===== src/rtl/booth_mult_param.sv =====
// Sequential Booth multiplier (radix-2 by default) that handles signed and unsigned operands.
// Defining BOOTH_RADIX4_EN selects radix-4 modified Booth recoding, which shortens each operation.
module booth_mult_param #(
  parameter int unsigned WIDTH = 32
) (
  input  logic               clk,
  input  logic               rst,
  input  logic               start,
  input  logic               signed_mode,
  input  logic               cancel,
  input  logic [WIDTH-1:0]   mult_op1,
  input  logic [WIDTH-1:0]   mult_op2,
  output logic               busy,
  output logic               is_done,
  output logic [2*WIDTH-1:0] result
);

  localparam int unsigned XW = WIDTH + 2;  // extended operand width
  localparam int unsigned AW = WIDTH + 4;  // accumulator width, leaves headroom for +/-2X
`ifdef BOOTH_RADIX4_EN
  localparam int unsigned STEPS = WIDTH / 2 + 1;
  localparam int unsigned SHIFT = 2;
`else
  localparam int unsigned STEPS = WIDTH + 1;
  localparam int unsigned SHIFT = 1;
`endif
  // The multiplier bits that have not yet been consumed stay below the product.
  localparam int unsigned RES_LSB = XW - STEPS * SHIFT;
  localparam int unsigned CW      = $clog2(STEPS + 1);

  typedef enum logic [1:0] {IDLE, ACC, DONE} state_t;

  state_t            state, state_next;
  logic [XW-1:0]     mcand;
  logic [AW+XW-1:0]  prod, prod_step;
  logic              guard, guard_step;
  logic [CW-1:0]     count;
  logic              last_step;
  logic [AW-1:0]     x_ext, pp, sum;

  assign last_step = (count == CW'(STEPS - 1));
  assign x_ext     = {{(AW-XW){mcand[XW-1]}}, mcand};
  assign busy      = (state == ACC) || (state == DONE);

  always_comb begin
    pp = '0;
`ifdef BOOTH_RADIX4_EN
    case ({prod[1:0], guard})
      3'b001, 3'b010: pp = x_ext;
      3'b011:         pp = x_ext << 1;
      3'b100:         pp = -(x_ext << 1);
      3'b101, 3'b110: pp = -x_ext;
      default:        pp = '0;
    endcase
`else
    case ({prod[0], guard})
      2'b01:   pp = x_ext;
      2'b10:   pp = -x_ext;
      default: pp = '0;
    endcase
`endif
    sum        = prod[AW+XW-1:XW] + pp;
    // Arithmetic right shift of {acc, multiplier}; the bits shifted out feed the next guard.
    prod_step  = {{SHIFT{sum[AW-1]}}, sum, prod[XW-1:SHIFT]};
    guard_step = prod[SHIFT-1];
  end

  always_comb begin
    state_next = state;
    case (state)
      IDLE:    if (start) state_next = ACC;
      ACC:     if (cancel) state_next = IDLE;
               else if (last_step) state_next = DONE;
      DONE:    state_next = IDLE;
      default: state_next = IDLE;
    endcase
  end

  always_ff @(posedge clk) begin
    if (rst) state <= IDLE;
    else     state <= state_next;
  end

  always_ff @(posedge clk) begin
    if (rst) begin
      mcand   <= '0;
      prod    <= '0;
      guard   <= 1'b0;
      count   <= '0;
      is_done <= 1'b0;
      result  <= '0;
    end else begin
      is_done <= 1'b0;
      case (state)
        IDLE: if (start) begin
          mcand <= signed_mode ? {{2{mult_op1[WIDTH-1]}}, mult_op1} : {2'b00, mult_op1};
          prod  <= {{AW{1'b0}},
                    (signed_mode ? {{2{mult_op2[WIDTH-1]}}, mult_op2} : {2'b00, mult_op2})};
          guard <= 1'b0;
          count <= '0;
        end
        ACC: if (!cancel) begin
          prod  <= prod_step;
          guard <= guard_step;
          count <= count + CW'(1);
          if (last_step) begin
            result  <= prod_step[RES_LSB +: 2*WIDTH];
            is_done <= 1'b1;
          end
        end
        default: ;
      endcase
    end
  end

endmodule

===== config.mk =====
export PLATFORM = sky130hd
export DESIGN_NAME = booth_mult_param
export DESIGN_NICKNAME = d
export VERILOG_FILES = /design/src/rtl/booth_mult_param.sv
export SDC_FILE = /design/constraint.sdc
export NUM_CORES = 1
export LEC_CHECK = 0
export BUFFER_PORTS_ARGS = -buffer_cell sky130_fd_sc_hd__buf_2
export CAP_MARGIN = 30
export CORE_AREA = 2 2 157 143
export CTS_CLUSTER_SIZE = 30
export DETAILED_ROUTE_END_ITERATION = 12
export DIE_AREA = 0 0 159 145
export GPL_ROUTABILITY_DRIVEN = 0
export GPL_TIMING_DRIVEN = 0
export PLACE_DENSITY_LB_ADDON = 0.25
export SYNTH_ARGS = -nofsm -noshare
export SYNTH_HDL_FRONTEND = slang
export SYNTH_SLANG_ARGS = --single-unit

===== constraint.sdc =====
create_clock -name clk -period 4.8 [get_ports clk]
set_input_delay 0.96 -clock clk [delete_from_list [all_inputs] [get_ports clk]]
set_output_delay 0.96 -clock clk [all_outputs]
set_load 0.02 [all_outputs]

After elaboration in Yosys (flattened, before gate mapping)

Cells that the tools add are included.

Bitwise operators: 2
Equality and inequality tests: 8
Multiplexer cells: 17
Reduce and logical (&&, ||, !) cells: 8
$add $sub $neg: 3

Operator list:

| kind                                          | number |
|---|---|
| 2-to-1 mux 70 bit                             | 2 |
| one-hot mux 70 bit (2 select lines)           | 1 |
| one-hot mux 36 bit (2 select lines)           | 1 |
| 2-to-1 mux 34 bit                             | 2 |
| adder 36 bit                                  | 1 |
| negation 36 bit                               | 1 |
| 2-to-1 mux 6 bit                              | 2 |
| one-hot mux 6 bit (2 select lines)            | 1 |
| adder 6 x 1 -> 6 bit, second input constant   | 1 |
| == test 6 bit, second input constant          | 1 |
| 2-to-1 mux 2 bit                              | 3 |
| AND reduction 3 bit                           | 2 |
| == test 2 x 1 -> 1 bit, second input constant | 2 |
| == test 2 bit, second input constant          | 2 |
| != test 2 bit, second input constant          | 2 |
| one-hot mux 2 bit (2 select lines)            | 1 |
| AND reduction 2 bit                           | 2 |
| 2-to-1 mux 1 bit                              | 3 |
| != test 3 bit, second input constant          | 1 |
| OR reduction 3 bit                            | 1 |
| zero test 2 bit                               | 1 |
| NOT 1 bit                                     | 2 |
| one-hot mux 1 bit (2 select lines)            | 1 |
| nonzero test 2 bit                            | 1 |
| logical OR 1 bit                              | 1 |

Flip-flop bits (word level): 178
Input bits: 69
Output and inout bits: 66
Word-level logic and storage cells: 45

Logic depth before layout (Yosys ltp)

Gate-level depths: netlist of the first run.

Depth after elaboration: 5
Mapped depth: 21
Mapped depth without buffers: 21

Worst setup path after synthesis of the first run

OpenSTA, ideal clock, no wires.

Kind: reg2reg
Start point: register mcand[0]
End point: register prod[68]
Stages on the path, launching flop included: 21
Clock period less this slack: 4132 ps
Path slack: 668 ps
Buffers on the path: 0
Required time: 4721 ps
Data arrival time: 4053 ps
Library setup time: 79 ps
Cells stage by stage: dfxtp_1 inv_1 ha_1 nor3b_2 nand2_1 or4_1 or3_1 nor3_1 nor3_1 a21oi_1 nor2_1 ha_1 nand2_1 o21ai_0 nand2b_1 a41oi_1 a211oi_1 o31ai_1 nand3_1 mux2_2 a22oi_1

Word-level cells in the longest chain between the ends: 5

Ends and longest elaborated chain:

| element                               | RTL line | RTL |
|---|---|---|
| start: declaration                    | 34       | `logic [XW-1:0] mcand;` |
| start signal: assignment              | 96       | `mcand <= signed_mode ? {{2{mult_op1[WIDTH-1]}}, mult_op1} : {2'b00, mult_op1};` |
| negation 36 bit                       | 58       | `2'b10: pp = -x_ext;` |
| one-hot mux 36 bit (2 select lines) * | 56       | `case ({prod[0], guard})` |
| adder 36 bit *                        | 62       | `sum = prod[AW+XW-1:XW] + pp;` |
| 2-to-1 mux 70 bit *                   | 102      | `ACC: if (!cancel) begin` |
| one-hot mux 70 bit (2 select lines) * | 94       | `case (state)` |
| end signal: assignment                | 97       | `prod <= {{AW{1'b0}},` |
| end signal: assignment                | 103      | `prod <= prod_step;` |
| end: declaration                      | 35       | `logic [AW+XW-1:0] prod, prod_step;` |

Every way passes the cells marked *; elsewhere a longest branch is shown, timed or not. The select of a mux whose other input is x is not followed.
A chain may end at the register's enable or synchronous reset.

Worst setup path in the final report of the first run

Ends and elaborated chain as after synthesis.

==> results of run 1 <==
cells by family (layout without fill, tap and decap cells):
family	after synthesis	count (layout)	synth area share, %
AND/OR/NAND/NOR	514	514	24.03
multiplexers	35	35	3.721
XOR/XNOR	37	37	3.497
adder cells (fa/ha/maj)	43	43	5.753
AO/OA/AOI/OAI	339	339	22.05
other	0	2	0
flip-flops	176	176	37.16
buffers and inverters	96	262	3.800
how the worst max path moves through the flow:
stage | depth (start not counted) | end
final | 18 | prod[68]
after global placement | 17 | prod[65]
after floorplan | 20 | prod[68]
after CTS | 20 | prod[68]
after global routing | 18 | prod[68]
after detailed placement | 17 | prod[65]
metal layers:
| layer | vias to the layer above | wire [um] | track usage, % |
|---|---|---|---|
| met2 | 339 | 12090 | 36.96 |
| li1 | 4689 | - | - |
| met5 | - | 24 | 0 |
| met1 | 4271 | 12770 | 32.42 |
| met3 | 43 | 2652 | 7.662 |
| met4 | 4 | 540 | 6.955 |
cell usage after synthesis (5+ instances only):
cell                         n
sky130_fd_sc_hd__ha_1       42
sky130_fd_sc_hd__nand3_1    27
sky130_fd_sc_hd__a211oi_1   41
sky130_fd_sc_hd__nand2_1   255
sky130_fd_sc_hd__or2_2       5
sky130_fd_sc_hd__a22o_1      8
sky130_fd_sc_hd__o21bai_1    5
sky130_fd_sc_hd__and3_1      5
sky130_fd_sc_hd__nand3b_1    5
sky130_fd_sc_hd__clkbuf_1   74
sky130_fd_sc_hd__xnor2_1    16
sky130_fd_sc_hd__dfxtp_1   176
sky130_fd_sc_hd__a311oi_1   11
sky130_fd_sc_hd__a21oi_1   160
sky130_fd_sc_hd__nor3_1     31
sky130_fd_sc_hd__or3_1       8
sky130_fd_sc_hd__nand4_1     9
sky130_fd_sc_hd__a22oi_1    24
sky130_fd_sc_hd__nor4_1     10
sky130_fd_sc_hd__o21ai_0    43
sky130_fd_sc_hd__and2_1      7
sky130_fd_sc_hd__nor2_1    122
sky130_fd_sc_hd__xor2_1     20
sky130_fd_sc_hd__inv_1      17
sky130_fd_sc_hd__mux2i_1    33
sky130_fd_sc_hd__nor2b_1     9
sky130_fd_sc_hd__o31ai_1     5
sky130_fd_sc_hd__a21o_1     12
through the flow:
stage	cell area (um^2)	worst slack, ps
after floorplan	9483	667.6
after global placement	10520	-249.7
after detailed placement	10530	-243.4
after CTS	11140	25.20
after global routing	11250	-32.30
final	11250	192.1
worst max-delay path, stage by stage, from the launching register on:
cell,delay [ps]
sky130_fd_sc_hd__dfxtp_1,360
sky130_fd_sc_hd__or4_4,590
sky130_fd_sc_hd__nor2b_4,180
sky130_fd_sc_hd__nand3_1,120
sky130_fd_sc_hd__or3_1,380
sky130_fd_sc_hd__or2_2,310
sky130_fd_sc_hd__nor3_1,130
sky130_fd_sc_hd__o21ai_0,100
sky130_fd_sc_hd__a21oi_1,260
sky130_fd_sc_hd__ha_1,320
sky130_fd_sc_hd__and2_2,230
sky130_fd_sc_hd__nand3_1,110
sky130_fd_sc_hd__nor3_1,60
sky130_fd_sc_hd__and2_1,180
sky130_fd_sc_hd__a211oi_2,350
sky130_fd_sc_hd__o31ai_4,140
sky130_fd_sc_hd__nand3_1,160
sky130_fd_sc_hd__mux2_2,360
sky130_fd_sc_hd__a22oi_1,190
power by group:
group / leakage [nW] / internal, mW / total, mW / switching [mW]
clock network: 0.279 / 0.698 / 1.38 / 0.683
registers: 1.43 / 1.52 / 1.58 / 0.0625
logic: 2.77 / 0.184 / 0.505 / 0.322
total: 4.48 / 2.40 / 3.47 / 1.07
registers in the layout, indices dropped and copies added (netlist names):
signal,count
is_done,1
state,2
guard,1
prod,69
count,6
mcand,33
result,64
what timing repair did:
| action | 4_1_cts | 5_1_grt |
|---|---|---|
| pin swaps | 1 | 4 |
| buffers inserted | 0 | 1 |
| endpoints found under the setup margin | 9 | 18 |
| resized for setup | 7 | 29 |
| endpoints found under the hold margin | 0 | 0 |
area by class of cell:
class / count / share of cell area (%)
Sequential cell: 176 / 31.31
Clock inverter: 15 / 1.446
Timing Repair Buffer: 136 / 6.094
Inverter: 18 / 0.6116
Clock buffer: 17 / 3.781
Antenna cell: 2 / 0.04448
Multi-Input combinational cell: 968 / 50.92
Tap cell: 291 / 3.236
Buffer: 76 / 2.558
==> results.ini, run 1 <==
[worst_setup_path]
worst-path-max-fanout = 5
worst-setup-path-type = flop to flop
arrival_ps = 4970
setup.worst_path.start = mcand[0]
r2r_cells = 18
r2r_end = prod[68]
worst_r2r_startpoint = mcand[0]
setup.worst_path.start_class = flop
critical_path.endpoint_type = flop
cp.required_ps = 5160
rrSetupSlack_ps = 190

[final_layout]
instances_no_fill = 1699
postLayoutCoreUtil_pct = 52.48
fillCellCount = 2120
area_growth_syn_to_layout_pct = 18.66
final_nets = 1505
layout_common_cells = sky130_fd_sc_hd__nand2_1 (255), sky130_fd_sc_hd__dfxtp_1 (176), sky130_fd_sc_hd__a21oi_1 (155), sky130_fd_sc_hd__buf_2 (134), sky130_fd_sc_hd__nor2_1 (122)
multi_input_comb_area_um2 = 5729
seqCellArea_um2 = 3523
layout-drive-gt1-share_pct = 15.15
final_common_cell = sky130_fd_sc_hd__nand2_1

[sta]
timing.clock.skew_ps = 11.03
shortest_period_the_worst_path_allows_ps = 4608
slew_headroom_pct = 27.38
count_of_final_setup_violators = 0
max_slew.worst_pin.slew_ps = 1089
achievable-frequency_mhz = 217.0
final.hold.worst_slack_ps = 450.4
fin_crit_sh_pct = 96.00
final_hold_violating_endpoints = 0
fin_tns_setup_ps = 0
final_max_slew_viol_count = 0
grt_setup_unrepaired = true

[cts]
cts.sink_count = 176
clk_pin_slew_worst_paths_ps = 70
clk_latency_ps = 440
cts_buffers = 17
maximum_clock_insertion_buffer_count = 2
ctsRootBufferMaster = sky130_fd_sc_hd__clkbuf_16
cts_tree = built
hold_buffers = 0
htree_levels = 4

[route]
routed_wire_length_per_instance_um = 16.52
aggregate_routed_wire_length_um = 28070
number_of_optimization_iterations_in_the_first_detailed_route_pass = 5
detail-route-antenna-nets = 0
drc = 0
initialDrtViolationCount = 748
dr_total_vias = 9346
vias_per_cell = 5.501

[floorplan]
die-width_um = 159
starting_density_pct = 44.23
die_h_um = 145
placeableCoreArea_um2 = 21440
core.rowCount = 51
io-pin-count = 135
floorplan.die_area_um2 = 23060

[yosys]
synth-edff-count = 0
fraction_of_the_yosys_area_taken_by_sequential_cells_pct = 37.16
asyncSetResetFlopFracSynth_pct = 0
netlist_instances = 1240
syn_nets = 1352
synth_top_area_share_pct = 37.16
syn-cell-area_um2 = 9483
synth.largest_area_cell = sky130_fd_sc_hd__dfxtp_1
dominantRegCellSynth = sky130_fd_sc_hd__dfxtp_1
ys_seq_elements = 176
syn_avg_cell_area_um2 = 7.647
synthTopCellsByArea = sky130_fd_sc_hd__dfxtp_1 (37%), sky130_fd_sc_hd__nand2_1 (10%), sky130_fd_sc_hd__a21oi_1 (8.4%), sky130_fd_sc_hd__ha_1 (5.5%), sky130_fd_sc_hd__nor2_1 (4.8%)
post_synth_num_cell_types = 59
synth.yosys.warnings = 0

[grt]
grt_first_pass_wirelength_um = 45350
vias_in_the_first_global_route = 8828
grt_max_degree = 20
globalRouteOverflowTotal = 0
grt_util_all_layers_pct = 24.07
antenna_found_initial = 5

[min_path]
hold_path_depth = 2
worst_hold_path_type = flop to flop
hold_start = result[40]
min_delay_worst_endpoint = result[40]

[power]
worst_ir_drop_vdd_mv = 0.2111
power_density_nw_per_um2 = 308.0
power.static_leakage_nw = 4.481
p_total_mw = 3.465

[placement]
place.detailed.hpwl_um = 21450
io_buffer_count = 134
placed_cells_incl_taps = 1666

[status]
outcome = completed

[flow_run]
max_capacitance_violation_total = 0

No activity file was read; power rests on OpenSTA's default activity.
==> run 2: changes to the inputs <==
--- a/config.mk
+++ b/config.mk
@@ -7,10 +7,10 @@
 export LEC_CHECK = 0
 export BUFFER_PORTS_ARGS = -buffer_cell sky130_fd_sc_hd__buf_2
 export CAP_MARGIN = 30
-export CORE_AREA = 2 2 157 143
+export CORE_AREA = 2 2 141 129
 export CTS_CLUSTER_SIZE = 30
 export DETAILED_ROUTE_END_ITERATION = 12
-export DIE_AREA = 0 0 159 145
+export DIE_AREA = 0 0 143 131
 export GPL_ROUTABILITY_DRIVEN = 0
 export GPL_TIMING_DRIVEN = 0
 export PLACE_DENSITY_LB_ADDON = 0.25
==> run 2 against run 1 <==
Sequential share of layout area grew 0.13 points. Worst hold slack about the same. Maximum frequency decreased by 0.63%. Clock skew is 1.4 ps lower. Sequential power about the same. Largest cell class unchanged. Largest power group unchanged.
==> results.ini, run 2 (synthesis gave the netlist of run 1 again) <==
[route]
routed_wire_length_per_instance_um = 16.77
dr_total_vias = 9461
drc = 0
aggregate_routed_wire_length_um = 27580
initialDrtViolationCount = 727
detail-route-antenna-nets = 0
vias_per_cell = 5.755
number_of_optimization_iterations_in_the_first_detailed_route_pass = 5

[placement]
io_buffer_count = 134
place_area_um2 = 10460
place.detailed.hpwl_um = 20530

[worst_setup_path]
critical_path.endpoint_type = flop
path_delay_family = compound AO/OA/AOI/OAI gates
setup.worst_path.start_class = flop
r2r_end = prod[65]
r2r_cells = 16
crit_path_cell_trace = or4_4, nor2b_4, nand3_1, or3_1, or2_2, a311oi_1, ha_1, a21oi_2, o21ai_1, a21oi_2, nand4_1, a311oi_2, o21ai_0, a21oi_1, xor2_1, o21ai_0
cp.required_ps = 5110
cp_slowest_cell = sky130_fd_sc_hd__or4_4
rrSetupSlack_ps = 160
worst-setup-path-type = flop to flop
worstSetupPathDepth = 16
timing.critical_path.slowest_cell_delay_ps = 550
arrival_ps = 4950
worst-path-max-fanout = 7
critical_path.n_buffers_inverters = 0
worst_r2r_startpoint = mcand[2]

[grt]
globalRouteOverflowTotal = 0
grt_util_all_layers_pct = 29.36
grt_first_pass_wirelength_um = 43660
grt_util_met3_pct = 7.726
antenna_found_initial = 1
vias_in_the_first_global_route = 8717
grt_max_degree = 17
grt_use_met2_pct = 47.68
groute.layer.met1.usage_pct = 38.29
grt_busiest_layer = met2

[final_layout]
number_of_flip_flops_under_the_largest_register_name = 69
area_growth_syn_to_layout_pct = 18.17
biggestRegsByFlops = prod x69, result x64, mcand x33
layout-drive-gt1-share_pct = 15.38
design_area_um2 = 11210
postLayoutCoreUtil_pct = 64.68
final_common_cell = sky130_fd_sc_hd__nand2_1
fillCellCount = 1573
insertedDiodeCount = 0
final_nets = 1504
layout_common_cells = sky130_fd_sc_hd__nand2_1 (255), sky130_fd_sc_hd__dfxtp_1 (176), sky130_fd_sc_hd__a21oi_1 (156), sky130_fd_sc_hd__buf_2 (134), sky130_fd_sc_hd__nor2_1 (121)
register_with_the_most_flip_flops = prod

[sta]
grt_setup_unrepaired = false
fin_crit_sh_pct = 96.60
timing.clock.skew_ps = 9.589
max_slew.worst_pin.slew_ps = 965.1
final_hold_violating_endpoints = 0
count_of_final_setup_violators = 0
achievable-frequency_mhz = 215.7
shortest_period_the_worst_path_allows_ps = 4637
slew_headroom_pct = 35.66
final_max_slew_viol_count = 0

[cts]
maximum_clock_insertion_buffer_count = 2
clk_latency_ps = 440
cts.sink_count = 176
cts_tree = built
ctsRootBufferMaster = sky130_fd_sc_hd__clkbuf_16
cts_buffers = 17
htree_levels = 4
clk_pin_slew_worst_paths_ps = 70

[floorplan]
die_h_um = 131
starting_density_pct = 54.74
placeableCoreArea_um2 = 17320
floorplan.die_area_um2 = 18730
die-width_um = 143
core.rowCount = 46
io-pin-count = 135

[power]
switching_power_mw = 1.009
p_int_mw = 2.439
clkPwrFrac_pct = 39.4
combPwrFrac_pct = 14.7
sw_frac_of_total_pct = 29.27
worst_ir_drop_vdd_mv = 0.2494
power.static_leakage_nw = 4.489
share_seq_of_total_power_pct = 45.9
power_density_nw_per_um2 = 307.8

[min_path]
worst_hold_path_type = flop to flop
hold_path_depth = 2
min_delay_worst_endpoint = result[61]
hold_start = result[61]

[status]
outcome = completed

[flow_run]
max_capacitance_violation_total = 0

## run 2: worst min-delay path: cells and delay by family, from the launching register on
family           cells  cell delay [ps]
AO/OA/AOI/OAI        1               50
flip-flops           1              300
AND/OR/NAND/NOR      1               50
## run 2: layer usage
layer	routed length, um	part of all wire, %
met5	13	0.047
met4	651	2.4
met3	2338	8.5
met2	12530	45
met1	12040	44
## run 2: area by class of cell
class	count	area (um^2)	share of cell area (%)
inverter	18	68.82	0.6141
clock buffer	19	442.9	3.953
tap	240	300.3	2.680
timing repair buffer	136	685.7	6.119
multi-input combinational	968	5769	51.49
buffer	75	285.3	2.546
clock inverter	12	130.1	1.161
sequential	176	3523	31.44
## run 2: stage by stage
step	setup TNS, ps	power [mW]	hold slack (ps)	setup WS [ps]	std cells
global placement	-145.9	2.077	438.5	-129.9	1614
floorplan	0	1.939	431.5	667.6	1240
CTS	0	3.442	452.8	25.30	1646
global route	0	3.576	468.5	3.104	1644
finish	0	3.449	450.1	163.0	1644
detailed placement	-282.1	2.092	443.9	-147.6	1615
## run 2: worst max path at each step
stage / start / endpoint
floorplan: mcand[0] / prod[68]
global placement: mcand[1] / prod[65]
detailed placement: mcand[1] / prod[65]
CTS: mcand[1] / prod[67]
global route: mcand[2] / prod[65]
finish: mcand[2] / prod[65]
## run 2: timing repair
item                                    CTS  global route
resized for setup                         8            34
gates cloned                              0             0
endpoints found under the setup margin    4            21
hold buffers                              0             0
pin swaps                                 1             4
buffers inserted                          0             1
## run 2: power groups by stage
stage,Combinational (mW),Sequential (mW),Clock [mW]
after detailed placement,0.483,1.61,0
after floorplan,0.348,1.59,0
after global routing,0.559,1.59,1.43
final,0.508,1.58,1.36
after global placement,0.470,1.61,0
after CTS,0.488,1.58,1.38
